<file path="config.mk">
export PLATFORM = sky130hd
export DESIGN_NAME = vl_strip_sequencer
export DESIGN_NICKNAME = d
export VERILOG_FILES = /design/src/rtl/vl_pkg.sv /design/src/rtl/vlmax_calc.sv /design/src/rtl/vl_strip_sequencer.sv
export SDC_FILE = /design/constraint.sdc
export NUM_CORES = 1
export LEC_CHECK = 0
export ABC_AREA = 1
export CAP_MARGIN = 20
export CELL_PAD_IN_SITES_DETAIL_PLACEMENT = 1
export CELL_PAD_IN_SITES_GLOBAL_PLACEMENT = 2
export CORE_ASPECT_RATIO = 0.8
export CORE_MARGIN = 2
export CORE_UTILIZATION = 31
export DETAILED_ROUTE_END_ITERATION = 8
export GPL_ROUTABILITY_DRIVEN = 1
export PLACE_DENSITY = 0.83
export SLEW_MARGIN = 20
export SYNTH_ARGS = -nofsm -noshare
export SYNTH_HDL_FRONTEND = slang
export SYNTH_SLANG_ARGS = --single-unit
</file>
<file path="constraint.sdc">
create_clock -name clk -period 3.6 [get_ports clk]
set_input_delay 0.54 -clock clk [delete_from_list [all_inputs] [get_ports clk]]
set_output_delay 0.54 -clock clk [all_outputs]
set_load 0.01 [all_outputs]
</file>
<file path="src/rtl/vl_pkg.sv">
// rtl/vl_pkg.sv - shared types, widths and code checks for the vl strip sequencer
package vl_pkg;

    localparam int AVL_W = 9;
    localparam int IDX_W = 8;

    typedef enum logic [2:0] {
        SEW_4  = 3'b000,
        SEW_8  = 3'b001,
        SEW_16 = 3'b010,
        SEW_32 = 3'b011,
        SEW_64 = 3'b100
    } sew_e;

    typedef enum logic [2:0] {
        LMUL_1  = 3'b000,
        LMUL_2  = 3'b001,
        LMUL_4  = 3'b010,
        LMUL_8  = 3'b011,
        LMUL_16 = 3'b100
    } lmul_e;

    typedef enum logic {
        ST_IDLE  = 1'b0,
        ST_ISSUE = 1'b1
    } state_e;

    function automatic logic codes_legal(input logic [2:0] sew, input logic [2:0] lmul);
        return (sew <= SEW_64) && (lmul <= LMUL_16);
    endfunction

endpackage

</file>
<file path="src/rtl/vlmax_calc.sv">
// rtl/vlmax_calc.sv - combinational vlmax and legality from SEW/LMUL codes
module vlmax_calc
    import vl_pkg::*;
#(
    parameter int VLEN = 64
) (
    input  logic [2:0]       sew,
    input  logic [2:0]       lmul,
    output logic [AVL_W-1:0] vlmax,
    output logic             legal
);

    logic [4:0]       sew_shift;
    logic [AVL_W-1:0] per_reg;

    // Elements per register, scaled by the register group size; a zero result
    // (small VLEN with wide SEW) is treated as illegal so a job can never stall.
    always_comb begin
        sew_shift = {2'b00, sew} + 5'd2;
        per_reg   = AVL_W'(VLEN >> sew_shift);
        vlmax     = per_reg << lmul;
        legal     = codes_legal(sew, lmul) && (vlmax != '0);
    end

endmodule

</file>
<file path="src/rtl/vl_strip_sequencer.sv">
// rtl/vl_strip_sequencer.sv - strip-mines one AVL into a back-pressurable stream of vl chunks
module vl_strip_sequencer
    import vl_pkg::*;
#(
    parameter int VLEN = 64
) (
    input  logic             clk,
    input  logic             rst,
    input  logic             cfg_valid,
    output logic             cfg_ready,
    input  logic [2:0]       cfg_sew,
    input  logic [2:0]       cfg_lmul,
    input  logic [AVL_W-1:0] cfg_avl,
    output logic             chunk_valid,
    input  logic             chunk_ready,
    output logic [AVL_W-1:0] chunk_vl,
    output logic [IDX_W-1:0] chunk_idx,
    output logic             chunk_last,
    input  logic             abort,
    output logic             busy,
    output logic             done,
    output logic             cfg_err
);

    state_e           state_q, state_n;
    logic [AVL_W-1:0] vlmax_q, vlmax_n;
    logic [AVL_W-1:0] remaining_q, remaining_n;
    logic [AVL_W-1:0] vl_q, vl_n;
    logic [IDX_W-1:0] idx_q, idx_n;
    logic             last_q, last_n;
    logic             done_q, done_n;
    logic             err_q, err_n;

    logic [AVL_W-1:0] cfg_vlmax;
    logic             cfg_legal;
    logic [AVL_W-1:0] rem_after;

    vlmax_calc #(
        .VLEN (VLEN)
    ) u_vlmax_calc (
        .sew   (cfg_sew),
        .lmul  (cfg_lmul),
        .vlmax (cfg_vlmax),
        .legal (cfg_legal)
    );

    // Cannot underflow: the current chunk never exceeds what remains.
    assign rem_after = remaining_q - vl_q;

    // State and chunk registers; reset clears everything immediately.
    always_ff @(posedge clk or posedge rst) begin
        if (rst) begin
            state_q     <= ST_IDLE;
            vlmax_q     <= '0;
            remaining_q <= '0;
            vl_q        <= '0;
            idx_q       <= '0;
            last_q      <= 1'b0;
            done_q      <= 1'b0;
            err_q       <= 1'b0;
        end else begin
            state_q     <= state_n;
            vlmax_q     <= vlmax_n;
            remaining_q <= remaining_n;
            vl_q        <= vl_n;
            idx_q       <= idx_n;
            last_q      <= last_n;
            done_q      <= done_n;
            err_q       <= err_n;
        end
    end

    // Next state and next chunk; abort beats a simultaneous handshake.
    always_comb begin
        state_n     = state_q;
        vlmax_n     = vlmax_q;
        remaining_n = remaining_q;
        vl_n        = vl_q;
        idx_n       = idx_q;
        last_n      = last_q;
        done_n      = 1'b0;
        err_n       = 1'b0;
        case (state_q)
            ST_IDLE: begin
                if (cfg_valid) begin
                    if (!cfg_legal || (cfg_avl == '0)) begin
                        err_n = 1'b1;
                    end else begin
                        vlmax_n     = cfg_vlmax;
                        remaining_n = cfg_avl;
                        idx_n       = '0;
                        vl_n        = (cfg_avl < cfg_vlmax) ? cfg_avl : cfg_vlmax;
                        last_n      = (cfg_avl <= cfg_vlmax);
                        state_n     = ST_ISSUE;
                    end
                end
            end
            ST_ISSUE: begin
                if (abort) begin
                    state_n = ST_IDLE;
                end else if (chunk_ready) begin
                    if (last_q) begin
                        state_n = ST_IDLE;
                        done_n  = 1'b1;
                    end else begin
                        remaining_n = rem_after;
                        idx_n       = idx_q + IDX_W'(1);
                        vl_n        = (rem_after < vlmax_q) ? rem_after : vlmax_q;
                        last_n      = (rem_after <= vlmax_q);
                    end
                end
            end
            default: state_n = ST_IDLE;
        endcase
    end

    assign cfg_ready   = (state_q == ST_IDLE);
    assign chunk_valid = (state_q == ST_ISSUE);
    assign busy        = (state_q == ST_ISSUE);
    assign chunk_vl    = vl_q;
    assign chunk_idx   = idx_q;
    assign chunk_last  = last_q;
    assign done        = done_q;
    assign cfg_err     = err_q;

endmodule

</file>
# --- Word level (Yosys, flattened, before mapping) ---
# Index checks and enable logic that the tools add are counted.
totals:
  register_bits: 39
  latchBits: 0
  mem_bits_rw: 0
  romBits: 0
  input_bits: 20
  out_inout_bits: 23
  n_memories: 0
op_classes:
  n_addsub: 3
  multipliers: 0
  n_div: 0
  order_cmp: 6
  eq_ne: 5
  shift: 2
  n_mux: 39
  bitwise: 2
  n_reduce_logical: 9
ops:
  columns: ["op", "count"]
  rows:
  - ["2-to-1 mux 9 bit", 12]
  - ["2-to-1 mux 8 bit", 5]
  - ["one-hot mux 9 bit (2 select lines)", 2]
  - ["less-or-equal comparator 9 bit", 2]
  - ["less-than comparator 9 bit", 2]
  - ["2-to-1 mux 1 bit", 17]
  - ["one-hot mux 8 bit (2 select lines)", 1]
  - ["inequality test 2 bit, second input constant", 5]
  - ["zero test 9 bit", 1]
  - ["nonzero test 9 bit", 1]
  - ["left shift 9 x 3 -> 9 bit", 1]
  - ["right shift 7 x 5 -> 9 bit, first input constant", 1]
  - ["subtractor 9 bit", 1]
  - ["adder 8 x 1 -> 8 bit, second input constant", 1]
  - ["less-or-equal comparator 3 bit, second input constant", 2]
  - ["AND reduction 5 bit", 1]
  - ["adder 3 x 2 -> 4 bit, second input constant", 1]
  - ["one-hot mux 1 bit (2 select lines)", 2]
  - ["AND reduction 4 bit", 1]
  - ["AND reduction 3 bit", 1]
  - ["logical AND 1 bit", 2]
  - ["NOT 1 bit", 2]
  - ["zero test 1 bit", 1]
  - ["logical OR 1 bit", 1]

# --- Logic depth before layout (Yosys ltp) ---
# Gate-level depths: netlist of the first run.
logic_depth:
  word_depth: 10
  mapped_depth: 22
  mapped_depth_nobuf: 21

# --- Cells and area by module ---
# Synthesis of the first run repeated with hierarchy kept, for this count alone.
unflattened:
  cells_unflattened: 485
  hier_area_um2: 3224.3
by_module_without_submodules:
  columns: ["module", "n_inst", "cells_each", "area_per_inst_um2", "seq_area_each_um2"]
  rows:
  - ["vl_strip_sequencer", 1, 428, 2967.8, 975.9]
  - ["vlmax_calc", 1, 57, 256.5, 0.0]

# --- Least setup slack after synthesis of the first run ---
# Ideal clock, no wire load.
synth_timing:
  path_kind: "register to register"
  from: "reg vl_q[0], in the netlist chunk_vl[0]"
  to: "reg vl_q[1], in the netlist chunk_vl[1]"
  t_arrival_ns: 2.639
  path_slack_ns: 0.832
  path_stages_with_launch: 19
  cell_sequence: "dfrtp_1 -> ha_1 -> inv_1 -> fa_1 -> nand3_1 -> nand3_1 -> or2_2 -> nand2_1 -> inv_1 -> ha_1 -> nand2_1 -> inv_1 -> nand2_1 -> nand2_1 -> nand2_1 -> nand3_1 -> or2_2 -> nand3_1 -> nand3_1"
synth_via:
  elab_chain_cells: 7
synth_rtl:
  columns: ["item", "line_no", "rtl"]
  rows:
  - ["start: declaration", "vl_strip_sequencer.sv:28", "logic [AVL_W-1:0] vl_q, vl_n;"]
  - ["start signal: assignment", "vl_strip_sequencer.sv:65", "vl_q <= vl_n;"]
  - ["subtractor 9 bit *", "vl_strip_sequencer.sv:48", "assign rem_after = remaining_q - vl_q;"]
  - ["less-than comparator 9 bit", "vl_strip_sequencer.sv:108", "vl_n = (rem_after < vlmax_q) ? rem_after : vlmax_q;"]
  - ["2-to-1 mux 9 bit *", "vl_strip_sequencer.sv:108", null]
  - ["2-to-1 mux 9 bit *", "vl_strip_sequencer.sv:102", "if (last_q) begin"]
  - ["2-to-1 mux 9 bit *", "vl_strip_sequencer.sv:101", "end else if (chunk_ready) begin"]
  - ["2-to-1 mux 9 bit *", "vl_strip_sequencer.sv:99", "if (abort) begin"]
  - ["one-hot mux 9 bit (2 select lines) *", "vl_strip_sequencer.sv:83", "case (state_q)"]
# Every way passes the cells marked *; elsewhere a longest branch is shown, timed or not. The select of a mux whose other input is x is not followed.
# A chain may end at the register's enable or synchronous reset.

# --- Worst setup path after layout of the first run ---
layout_timing:
  from: "in cfg_sew[1]"
  to: "reg vl_q[3], in the netlist chunk_vl[3]"
layout_via:
  elab_chain_cells: 9
layout_rtl:
  columns: ["item", "line_no", "rtl"]
  rows:
  - ["start: declaration", "vl_strip_sequencer.sv:11", "input logic [2:0] cfg_sew,"]
  - ["branches (longest 9 deep; another with less-than comparator 9 bit)", null, null]
# Several ways; the timed one is not identified. The select of a mux whose other input is x is not followed.

==> results of run 1 <==
## final timing paths
check                             from           to  slack (ps)  cells after the start
max in group asynchronous          rst   vlmax_q[3]        2520                      3
hold reg to reg             vlmax_q[2]   vlmax_q[2]         490                      2
setup reg to reg           chunk_vl[0]  chunk_vl[4]         380                     19
min in group asynchronous          rst      cfg_err         690                      3
setup / recovery            cfg_sew[1]  chunk_vl[3]         370                     17
hold / removal              vlmax_q[2]   vlmax_q[2]         490                      2
## flip-flops by register name (all words and copies together) (netlist names)
signal / count
remaining_q: 9
vlmax_q: 9
chunk_idx: 8
busy: 1
done: 1
chunk_vl: 9
cfg_err: 1
chunk_last: 1
## metrics by stage
step	util [%]	instance area, sq um	std cells	power, mW
finish	39.2	4040	684	3.45
global route	39.2	4040	684	3.84
CTS	39.0	4030	682	3.49
detailed placement	37.5	3870	674	2.99
global placement	37.5	3870	674	2.91
floorplan	-	3310	499	2.24
## logic make-up (layout without fill, tap and decap cells)
logic type,after synthesis,in the layout
AO/OA/AOI/OAI,49,49
XOR/XNOR,7,7
adder cells (fa/ha/maj),28,28
buffers and inverters,88,133
flip-flops,39,39
AND/OR/NAND/NOR,288,288
## worst register-to-register path: stages (launching register included)
cell,delay (ps)
dfrtp_1,410
ha_1,170
inv_1,70
fa_1,420
nand3_1,100
nand3_1,100
or2_2,280
nand2_1,120
inv_1,60
ha_1,280
nand2_1,120
inv_1,50
nand2_1,60
nand2_1,50
nand2_1,90
nand3_1,210
inv_1,250
nand2_1,90
nand3_1,90
nand3_1,80
## cell usage after synthesis (4+ instances only)
library cell / n
a21oi_1: 16
buf_2: 8
buf_6: 4
dfrtp_1: 39
ha_1: 27
inv_1: 70
nand2_1: 165
nand3_1: 62
nand4_1: 19
nor2_1: 24
nor3_1: 4
o211ai_1: 8
o21ai_0: 21
or2_2: 4
xor2_1: 5
## power by group
group / internal, mW / leakage (nW) / switching (mW)
clock network: 0.277 / 0.0731 / 0.192
registers: 0.568 / 0.507 / 0.129
logic: 0.855 / 1.46 / 1.43
## cell usage in the layout, fill, tap and decap left out, drive strengths merged
cell type,Yosys,layout
and2,1,1
clkbuf,3,6
nand3b,3,3
o211ai,8,8
nand4,19,19
nand2,166,166
nand3,63,63
a21oi,16,16
xor2,5,5
nor2,28,28
ha,27,27
clkinv,2,3
nor3,4,4
clkdlybuf4s50,0,42
a21boi,2,2
clkinvlp,0,1
inv,70,70
o21a,1,1
xnor2,2,2
dfrtp,39,39
o21ai,22,22
buf,13,11
or2,4,4
fa,1,1
## cell type report
| class | count | share of cell area, % |
|---|---|---|
| clock buffers | 6 | 3.44 |
| clock inverters | 2 | 0.402 |
| inverters | 72 | 6.72 |
| multi-input cells | 372 | 48.5 |
| flip-flops and latches | 39 | 24.1 |
| well taps | 140 | 4.33 |
| repair buffers | 53 | 12.4 |
## routing by layer
layer	GRT usage [%]	up-vias
li1	-	1698
met1	27.9	1649
met2	32.8	63
met3	3.35	12
met4	5.20	0
met5	0	-
==> qor.yml, run 1 <==
sta:
  setup_slack_ps: 370
  finalCritPeriodShare_pct: 89.7
  hold_viol_final: 0
  rsz0062_at_grt: "false"
  slew_violations: 0
  setup_tns_ps: 0
  fin_hold_ws_ps: 488
  tightest_slew_ps: 900
  relSlewSlack_pct: 40.0
  fmax_mhz: 310
  finClkSkew_ps: 7.98
  min_period_ps: 3230
  setup_viol: 0
critical_path:
  cp_data_required_time_ps: 3760
  path_common_cell: "nand2_1"
  slowest_delay_ps: 550
  worstPathArrival_ps: 3390
  start_kind: "primary input"
  worstSetupPathType: "in -> reg"
  critical_path_buf_inv_count: 4
  path_cells: "clkdlybuf4s50_1 > inv_1 > nor2_1 > nand3_1 > a21oi_1 > nand2_1 > nand2_1 > inv_1 > ha_1 > nand2_1 > nor2_1 > nand3b_1 > nand3_1 > buf_4 > nand2_1 > o211ai_1 > nand3_1"
  crit_family: "simple AND/OR/NAND/NOR gates"
  crit_path_max_fanout: 7
  cp_slowest_cell: "clkdlybuf4s50_1"
  endpoint_kind: "register"
global_routing:
  grt_use_total_pct: 20.1
  grt_max_degree: 40
  grt_pass1_vias: 3466
  overflow: 0
  grt_pass1_wl_um: 18000
  antenna_found_initial: 0
yosys:
  synth_top_cells_by_area: "dfrtp_1 29%, nand2_1 19%, ha_1 10%"
  synth_fa_ha_area_share_pct: 10.8
  synth_area_per_cell_sq_um: 6.64
  ys_seq_area_share_pct: 29.5
  synth_compound_area_share_pct: 8.57
  synth_top_family_by_area: "simple AND/OR/NAND/NOR gates"
  synth_seq_cells: 39
  synth-edff-count: 0
  ys.warnings.count: 0
  async_reset_ff_share_pct: 100
  yosys.area.top_type: "dfrtp_1"
  netlist_area_sq_um: 3310
  synth_cells: 499
  yosys.area_share.xor_xnor_pct: 1.85
  synth_top_area_share_pct: 29.5
  muxShareOfSynthArea_pct: 0
  synth_fp_nets: 547
  synth-simple-area-share_pct: 38.0
  yosysUniqueCellTypes: 31
  synth_ff_type: "dfrtp_1"
route:
  post-route-drc-count: 0
  wl_met2_um: 4610
  num_vias: 3422
  ant_nets: 0
  wl_per_cell_um: 15.9
  first_pass_iters: 4
  drtIter0Drc: 109
  routed_wl_um: 10900
  top_layer: "met4"
  wl_met1_um: 5670
  viasPerCell: 5.00
  met3_length_um: 408
final_layout:
  area_delta_synth_final_pct: 22.0
  n_antenna_cell: 0
  seqCellArea_sq_um: 976
  fill_cells: 1353
  multiInputGateArea_sq_um: 1960
  drive_gt1_share_pct: 5.70
  layout.nets: 591
status:
  status: "complete, no violations"
floorplan:
  core-area_sq_um: 10300
  io_pins: 43
  start_util_pct: 32.1
  fp.dieW_um: 120
  die_h_um: 96.5
  dieArea_sq_um: 11500
  row_count: 33
clock_tree:
  insertion_delay_ps: 290
  cts_buffer_depth: 2
  htreeDepth: 2
  clock-sinks: 39
  numCtsBuffers: 5
  cts_tree: "built"
  cts_setup_buffers: 0
  cts_resized: 0
  cts_root_buffer: "clkbuf_16"
  cts_hold_buf: 0
  path_clk_slew_ps: 60
power_and_ir_drop:
  p_leak_nw: 2.04
  ir_drop_mv: 0.261
  p_per_area_nw_per_um2: 853
worst_hold_path:
  hold_path.class: "reg -> reg"
placed_design:
  place_congestion: 0.868
  port-buffer-count: 42
  place_ws_ps: 99.3
  hpwl_um: 8460
job:
  max_cap_violations: 0
Power figures use the tool's default switching activity.
==> run 2, diff against run 1 <==
Settings changed: CTS_CLUSTER_DIAMETER from default to 100.
==> results of run 2 <==
No change in the layout: final DEF, timing and power equal those of run 1.
